## src/rtl/music_box_pkg.sv

```systemverilog
// Shared types and defaults for the music box sequencer and its tempo helpers.
package music_box_pkg;

  typedef enum logic [1:0] {IDLE, REC, PLAY} state_e;

  localparam int unsigned NOTE_W_DEF = 5;
  localparam int unsigned REST_CODE  = 0;

endpackage

```

## src/rtl/music_box_sequencer_if.sv

```systemverilog
// Keyboard/tempo inputs and tone-generator outputs of the music box sequencer.
interface music_box_sequencer_if #(
  parameter int unsigned NOTE_W = music_box_pkg::NOTE_W_DEF,
  parameter int unsigned DEPTH  = 16
);
  localparam int unsigned AW = $clog2(DEPTH);

  logic              tempo_clk;
  logic              rec_en;
  logic              play_en;
  logic              key_valid;
  logic [NOTE_W-1:0] key_code;
  logic [NOTE_W-1:0] note_out;
  logic              note_valid;
  logic              recording;
  logic              playing;
  logic              full;
  logic [AW:0]       length;
  logic [AW-1:0]     step_idx;

  modport master (
    output tempo_clk, rec_en, play_en, key_valid, key_code,
    input  note_out, note_valid, recording, playing, full, length, step_idx
  );

  modport slave (
    input  tempo_clk, rec_en, play_en, key_valid, key_code,
    output note_out, note_valid, recording, playing, full, length, step_idx
  );

endinterface

```

## src/rtl/tempo_edge_detect.sv

```systemverilog
// Registers a slow level and emits a one-cycle pulse on each rising edge.
module tempo_edge_detect (
  input  logic clkin,
  input  logic rst,
  input  logic level_in,
  output logic rise_pulse
);

  logic tempo_q;

  always_ff @(posedge clkin) begin
    if (rst) tempo_q <= 1'b0;
    else     tempo_q <= level_in;
  end

  assign rise_pulse = level_in & ~tempo_q;

endmodule

```

## src/rtl/music_box_sequencer.sv

```systemverilog
// Records key codes into a small pattern memory and replays them, one note per tempo beat.
module music_box_sequencer
  import music_box_pkg::*;
#(
  parameter int unsigned DEPTH  = 16,
  parameter int unsigned NOTE_W = NOTE_W_DEF,
  parameter bit          LOOP   = 1'b1
) (
  input  logic                  clkin,
  input  logic                  rst,
  music_box_sequencer_if.slave  bus
);

  localparam int unsigned AW = $clog2(DEPTH);
  localparam logic [AW:0] DepthL = DEPTH[AW:0];
  localparam logic [NOTE_W-1:0] Rest = NOTE_W'(REST_CODE);

  state_e            state_q, state_d;
  logic [NOTE_W-1:0] note_q, note_d;
  logic              valid_q, valid_d;
  logic              full_q, full_d;
  logic [AW:0]       len_q, len_d;
  logic [AW-1:0]     step_q, step_d;
  logic [NOTE_W-1:0] mem [DEPTH];
  logic              wr_en;
  logic              beat;
  logic [AW-1:0]     step_nxt;
  logic [AW:0]       last_idx;

  tempo_edge_detect u_beat (
    .clkin      (clkin),
    .rst        (rst),
    .level_in   (bus.tempo_clk),
    .rise_pulse (beat)
  );

  assign step_nxt = step_q + 1'b1;
  assign last_idx = len_q - 1'b1;

  always_comb begin
    state_d = state_q;
    note_d  = note_q;
    valid_d = valid_q;
    full_d  = full_q;
    len_d   = len_q;
    step_d  = step_q;
    wr_en   = 1'b0;
    unique case (state_q)
      IDLE: begin
        if (bus.rec_en) begin
          state_d = REC;
          len_d   = '0;
          full_d  = 1'b0;
        end else if (bus.play_en && (len_q != '0)) begin
          state_d = PLAY;
          step_d  = '0;
          note_d  = mem[0];
          valid_d = 1'b1;
        end
      end
      REC: begin
        // A key arriving with the falling rec_en is still captured.
        if (bus.key_valid && !full_q) begin
          wr_en  = 1'b1;
          len_d  = len_q + 1'b1;
          full_d = (len_q == DepthL - 1'b1);
        end
        if (!bus.rec_en) begin
          state_d = IDLE;
          note_d  = Rest;
          valid_d = 1'b0;
        end
      end
      PLAY: begin
        if (!bus.play_en || bus.rec_en) begin
          state_d = IDLE;
          note_d  = Rest;
          valid_d = 1'b0;
        end else if (beat) begin
          if ({1'b0, step_q} != last_idx) begin
            step_d = step_nxt;
            note_d = mem[step_nxt];
          end else if (LOOP) begin
            step_d = '0;
            note_d = mem[0];
          end else begin
            state_d = IDLE;
            note_d  = Rest;
            valid_d = 1'b0;
          end
        end
      end
      default: state_d = IDLE;
    endcase
  end

  always_ff @(posedge clkin) begin
    if (rst) begin
      state_q <= IDLE;
      note_q  <= '0;
      valid_q <= 1'b0;
      full_q  <= 1'b0;
      len_q   <= '0;
      step_q  <= '0;
    end else begin
      state_q <= state_d;
      note_q  <= note_d;
      valid_q <= valid_d;
      full_q  <= full_d;
      len_q   <= len_d;
      step_q  <= step_d;
    end
  end

  // Pattern memory is deliberately left out of reset.
  always_ff @(posedge clkin) begin
    if (wr_en) mem[len_q[AW-1:0]] <= bus.key_code;
  end

  assign bus.note_out   = note_q;
  assign bus.note_valid = valid_q;
  assign bus.recording  = (state_q == REC);
  assign bus.playing    = (state_q == PLAY);
  assign bus.full       = full_q;
  assign bus.length     = len_q;
  assign bus.step_idx   = step_q;

endmodule
```

## src/flat_wrapper.sv

```systemverilog
// flat-port wrapper written by rule: the top's interface ports become plain ports
module music_box_sequencer_flat import music_box_pkg::*;
#(
  parameter int unsigned DEPTH  = 16,
  parameter int unsigned NOTE_W = NOTE_W_DEF,
  parameter bit          LOOP   = 1'b1
)
  (clkin, rst, bus_tempo_clk, bus_rec_en, bus_play_en, bus_key_valid, bus_key_code, bus_note_out, bus_note_valid, bus_recording, bus_playing, bus_full, bus_length, bus_step_idx);
  music_box_sequencer_if #(.NOTE_W(NOTE_W), .DEPTH(DEPTH)) bus_i ();
  input  logic clkin;
  input  logic rst;
  input wire logic [$bits(bus_i.tempo_clk)-1:0] bus_tempo_clk;
  input wire logic [$bits(bus_i.rec_en)-1:0] bus_rec_en;
  input wire logic [$bits(bus_i.play_en)-1:0] bus_play_en;
  input wire logic [$bits(bus_i.key_valid)-1:0] bus_key_valid;
  input wire logic [$bits(bus_i.key_code)-1:0] bus_key_code;
  output wire logic [$bits(bus_i.note_out)-1:0] bus_note_out;
  output wire logic [$bits(bus_i.note_valid)-1:0] bus_note_valid;
  output wire logic [$bits(bus_i.recording)-1:0] bus_recording;
  output wire logic [$bits(bus_i.playing)-1:0] bus_playing;
  output wire logic [$bits(bus_i.full)-1:0] bus_full;
  output wire logic [$bits(bus_i.length)-1:0] bus_length;
  output wire logic [$bits(bus_i.step_idx)-1:0] bus_step_idx;
  assign bus_i.tempo_clk = bus_tempo_clk;
  assign bus_i.rec_en = bus_rec_en;
  assign bus_i.play_en = bus_play_en;
  assign bus_i.key_valid = bus_key_valid;
  assign bus_i.key_code = bus_key_code;
  assign bus_note_out = bus_i.note_out;
  assign bus_note_valid = bus_i.note_valid;
  assign bus_recording = bus_i.recording;
  assign bus_playing = bus_i.playing;
  assign bus_full = bus_i.full;
  assign bus_length = bus_i.length;
  assign bus_step_idx = bus_i.step_idx;
  music_box_sequencer #(.DEPTH(DEPTH), .NOTE_W(NOTE_W), .LOOP(LOOP)) u_core (.clkin(clkin), .rst(rst), .bus(bus_i));
endmodule
```

## config.mk

```make
export PLATFORM = sky130hd
export DESIGN_NAME = music_box_sequencer_flat
export DESIGN_NICKNAME = d
export VERILOG_FILES = /design/src/rtl/music_box_pkg.sv /design/src/rtl/music_box_sequencer_if.sv /design/src/rtl/tempo_edge_detect.sv /design/src/rtl/music_box_sequencer.sv /design/src/flat_wrapper.sv
export SDC_FILE = /design/constraint.sdc
export NUM_CORES = 1
export LEC_CHECK = 0
export BUFFER_PORTS_ARGS = -buffer_cell sky130_fd_sc_hd__buf_2
export CAP_MARGIN = 20
export CORE_MARGIN = 5
export CORE_UTILIZATION = 50
export DETAILED_ROUTE_END_ITERATION = 16
export GPL_TIMING_DRIVEN = 1
export HOLD_SLACK_MARGIN = 0.12
export PLACE_DENSITY = 0.68
export RECOVER_POWER = 100
export SLEW_MARGIN = 40
export SYNTH_ARGS = -nofsm -noshare
export SYNTH_HDL_FRONTEND = slang
export SYNTH_SLANG_ARGS = --single-unit
```

## constraint.sdc

```tcl
create_clock -name clkin -period 6.39 [get_ports clkin]
set_clock_uncertainty 0.15 [all_clocks]
set_input_delay 1.278 -clock clkin [delete_from_list [all_inputs] [get_ports clkin]]
set_output_delay 1.278 -clock clkin [all_outputs]
set_load 0.05 [all_outputs]
```

After elaboration in Yosys (flattened, before gate mapping)
Memory sizes are Yosys's and may differ from the RTL's.
Cells that the tools add are included.
W data, S select, Z words.

word-level totals
  flip-flop bits (word level) = 19
  RAM bits = 80
  input bits = 11
  output and inout bits = 18
  word-level logic and storage cells = 75
  memories kept = 1

memory list
  memory      words  bits a word  rd ports  clocked after memory_dff  wr ports  RTL line                   text
  u_core.mem  16     5            2         0                         1         music_box_sequencer.sv:24  logic [NOTE_W-1:0] mem [DEPTH];

operators by class
  $add $sub $neg = 3
  eq/ne operators = 14
  muxes and demuxes = 33
  bitwise gates (word level) = 2
  reduce and logical (&&, ||, !) cells = 15

operator list
  operator               number
  $mux W5                8
  $mux W4                5
  $pmux W5 S3            1
  $reduce_and A5 Y1      3
  $mux W1                10
  $pmux W5 S2            1
  $mux W2                4
  $ne A2 B1 Y1 const B   4
  $ne A2 B2 Y1 const B   4
  $pmux W4 S2            1
  $pmux W2 S3            1
  $reduce_and A3 Y1      2
  $add A5 B1 Y5 const B  1
  $eq A5 B4 Y1 const B   1
  $ne A4 B5 Y1           1
  $reduce_bool A5 Y1     1
  $sub A5 B1 Y5 const B  1
  $add A4 B1 Y4 const B  1
  $reduce_bool A2 Y1     2
  $ne A3 B1 Y1 const B   1
  $ne A3 B2 Y1 const B   1
  $pmux W1 S3            1
  $reduce_bool A3 Y1     1
  $eq A2 B1 Y1 const B   1
  other kinds (8)        10

Logic depth before layout (Yosys ltp)
  depth in word-level cells = 6
  depth in mapped cells = 9
  mapped depth without buffers = 8

Hierarchy
From an unflattened synthesis, not the netlist that was laid out.

unflattened totals
  cell total of the unflattened synthesis = 293
  area, all modules = 4,366.7 um2

modules (own cells, without submodules)
  module               instances  cells an instance  area each (um2)  sequential area each (um2)
  music_box_sequencer  1          290                4,319.1          2,762.6
  tempo_edge_detect    1          3                  47.5             20.0

Worst setup path before layout
Ideal clock, no wire load.

  kind = input to register
  from = in bus_tempo_clk
  to = reg u_core.step_q[2] (netlist: u_core.bus.step_idx[2])
  library setup time = 0.067 ns
  arrival time = 2.474 ns
  data required time = 6.173 ns
  path slack = 3.698 ns
  cell stages on the path = 7
  path buffers = 1
  path through = nor2b_1 -> mux2i_1 -> or4b_1 -> buf_2 -> nor3b_2 -> o21ai_1 -> a21oi_2

on the way
  word-level cells in the longest chain between the ends = 3

RTL lines
  element                      RTL line                    text
  start: declaration           flat_wrapper.sv:12          input wire logic [$bits(bus_i.tempo_clk)-1:0] bus_tempo_clk;
  $and A1 B1 Y1                tempo_edge_detect.sv:16     assign rise_pulse = level_in & ~tempo_q;
  $ne A2 B1 Y1 (no line)       n/a
  $reduce_and A5 Y1 (no line)  n/a
  end signal: assignment       music_box_sequencer.sv:111  step_q <= step_d;
  end: declaration             music_box_sequencer.sv:23   logic [AW-1:0] step_q, step_d;

Every way passes these cells.
A chain may end at the register's enable or synchronous reset.

Worst setup path in the final report
  from = reg u_core.step_q[0] (netlist: u_core.bus.step_idx[0])
  to = out bus_step_idx[0]

RTL lines
  element           RTL line            text
  end: declaration  flat_wrapper.sv:23  output wire logic [$bits(bus_i.step_idx)-1:0] bus_step_idx;

No word-level cell between the ends.

==> run_results.csv <==
group,metric,value,unit
outcome,outcome,"finished with violations",
outcome,violations,"capacitance limit, slew limit",
timing,max_freq,252,MHz
worst_setup_path,critPathKind,"register to output pin",
floorplanning,io_pins,29,
clock_tree,root_buffer,"clkbuf_8",
logic_synthesis,synth_flop_cell,"edfxtp_1",
timing,period_share,0.621,
clock_tree,cts-resized-gates,0,
placement,globalplace.congestion,0.762,
worst_setup_path,cp.arrival,2540,ps
timing,hold_viol,0,
floorplanning,die_area,10700,um2
clock_tree,postCtsSetupRepairBufs,0,
routing,wl_met1,3.81,mm
timing,fin_crit,3970,ps
timing,worstMarginPinSlew,1830,ps
timing,rsz0062_at_grt,"no",
clock_tree,htree_levels,3,
layout,num_antenna_cells,0,
worst_setup_path,cpLargestDelayFamily,"buffers and inverters",
global_route,first_global_vias,2446,
clock_tree,tritoncts,"built",
floorplanning,rows,34,
logic_synthesis,synth.area.top_cells,"edfxtp_1 55%, mux4_2 10%, dfxtp_1 8.7%, ha_1 2.9%, nor2_1 2.7%",
routing,first_pass_iters,4,
logic_synthesis,synth.distinct_cells,45,
power,vdd_drop_max,170,uV
routing,top_layer,"met4",
routing,wl_per_cell,19.2,um
worst_setup_path,cp-end-kind,"output pin",
worst_setup_path,crit_path_top_delay_cell,"clkbuf_1",
floorplanning,core,8640,um2
clock_tree,cts_sinks,99,
global_route,grt_max_degree,26,
placement,io_buffers,28,
worst_setup_path,cp_cell_sequence,"clkbuf_1 > buf_2",
global_route,grt_overflow_total,0,
worst_setup_path,start_kind,"register",
routing,route.met2.wl,4.12,mm
floorplanning,fp.dieH,103,um
routing,wl,8.40,mm
logic_synthesis,synth_fp_nets,321,
worst_setup_path,crit_buf_inv,2,
routing,via_count,2517,
global_route,grt_first_pass_wirelength,13.2,mm
routing,route.antenna.remaining_nets,0,
routing,route.met3.wl,392,um
logic_synthesis,synthCells,300,
routing,drc,0,
logic_synthesis,yosysSeqAreaShare,0.637,
clock_tree,numCtsBuffers,9,
power,finalPower,1.21,mW
logic_synthesis,synth_edf_count,80,
timing,timing.setup.tns,0,ps
clock_tree,path_clk_slew,100,ps
timing,setup_viol,0,
worst_setup_path,critPathMaxStageDelay,1330,ps
clock_tree,cts.hold.buffers_added,0,
layout,drive_above_1_share,0.161,
timing,slew_violations,26,
global_route,grt.total_usage,0.171,
logic_synthesis,synthMostInstantiatedCell,"edfxtp_1",
worst_hold_path,min_path_type,"register to register",
logic_synthesis,ys_top_cells_by_count,"80 x edfxtp_1, 31 x nor2_1, 20 x mux4_2, 20 x nand2_1, 19 x dfxtp_1",
layout,syn2layout_area_growth,8.71,%
logic_synthesis,synthArstFlopShare,0,
logic_synthesis,yosys.area.top_type,"edfxtp_1",
logic_synthesis,synth_area_per_cell,14.6,um2
logic_synthesis,yosysWarnings,0,
power,p_leak,1.52,nW
routing,drtIter0Drc,179,
power,power_density,256,nW/um2
logic_synthesis,ys_ff_latch,99,
worst_setup_path,cp_data_required_time,4960,ps
clock_tree,clk_latency,370,ps
run,drv_cap,1,
routing,drt-vias-per-instance,5.75,
floorplanning,die_w,103,um
floorplanning,start_util,0.506,
logic_synthesis,netlist.area_leader.share,0.550,
worst_setup_path,worst-path-max-fanout,25,
timing,relSlewSlack,-0.223,
clock_tree,clock_path_buffers,2,
placement,hpwl,5.80,mm
layout,nNetsFinal,346,
logic_synthesis,netlist_area,4370,um2
global_route,antenna_found_initial,0,
==> sequential cells by signal, indices dropped and copies added, names as in the netlist <==
signal	count
u_core.bus.full	1
u_core.bus.length	5
u_core.bus.note_out	5
u_core.bus.note_valid	1
u_core.bus.step_idx	4
u_core.mem	80
u_core.state_q	2
u_core.u_beat.tempo_q	1
==> worst min-delay path, stage by stage (launching register included) <==
cell and delay [ps]:
dfxtp_1 320, nor2_1 90, a211oi_1 40
==> cell families after synthesis <==
group | Yosys count | synth area share
simple gates | 89 | 0.103
mux | 34 | 0.137
compound gates | 39 | 0.0562
flops | 99 | 0.637
xor+xnor | 6 | 0.0138
buf+inv | 23 | 0.0238
fa+ha+maj | 10 | 0.0287
==> path summary, 6_finish.rpt <==
check                                         endpoint  cells past startpoint  slack, ps                    from
worst min register to register  u_core.bus.note_out[3]                      2        340  u_core.bus.note_out[3]
worst max-delay path                   bus_step_idx[0]                      2       2420  u_core.bus.step_idx[0]
worst min-delay path            u_core.bus.note_out[3]                      2        340  u_core.bus.note_out[3]
worst max register to register  u_core.bus.note_out[4]                      5       3080  u_core.bus.step_idx[0]
==> where the power goes <==
group | total [mW] | internal [mW] | leakage (nW) | switching (mW)
logic | 0.109 | 0.0309 | 0.546 | 0.0782
clock network | 0.394 | 0.156 | 0.102 | 0.238
registers | 0.712 | 0.705 | 0.874 | 0.00653
total | 1.21 | 0.892 | 1.52 | 0.323
==> stage by stage <==
stage,cell area [um2],hold slack (ps),setup WS (ps),util,instances
after global placement,4570,314,3410,0.530,422
after CTS,4780,347,3330,0.553,438
after global routing,4750,375,2090,0.550,438
after detailed placement,4580,332,3380,0.530,422
final,4750,345,2420,0.550,438
after floorplan,4370,375,3700,-,300
==> area by class of cell <==
class	instances	area (um2)
inverters	8	30.0
repair buffers	29	114
multi-input cells	178	1480
well taps	108	135
flip-flops and latches	99	2780
fillers	707	3890
clock buffers	9	124
clock inverters	7	78.8
==> layout by cell type (no fill, tap or decap), drive strengths merged, types with 8 or more instances in the layout <==
| master | synthesis | routed |
|---|---|---|
| o21ai | 10 | 10 |
| dfxtp | 19 | 19 |
| mux4 | 20 | 20 |
| nand2 | 20 | 20 |
| ha | 10 | 10 |
| nand2b | 8 | 8 |
| clkbuf | 7 | 34 |
| edfxtp | 80 | 80 |
| nor2 | 31 | 31 |
| a21oi | 11 | 11 |
| inv | 7 | 10 |
==> per-layer routing <==
metal / vias up / global-route usage
met4: 0 / 0.0438
met3: 7 / 0.0402
met1: 1264 / 0.238
li1: 1187 / -
met2: 59 / 0.274
met5: - / 0
(Power assumes the default switching activity.)
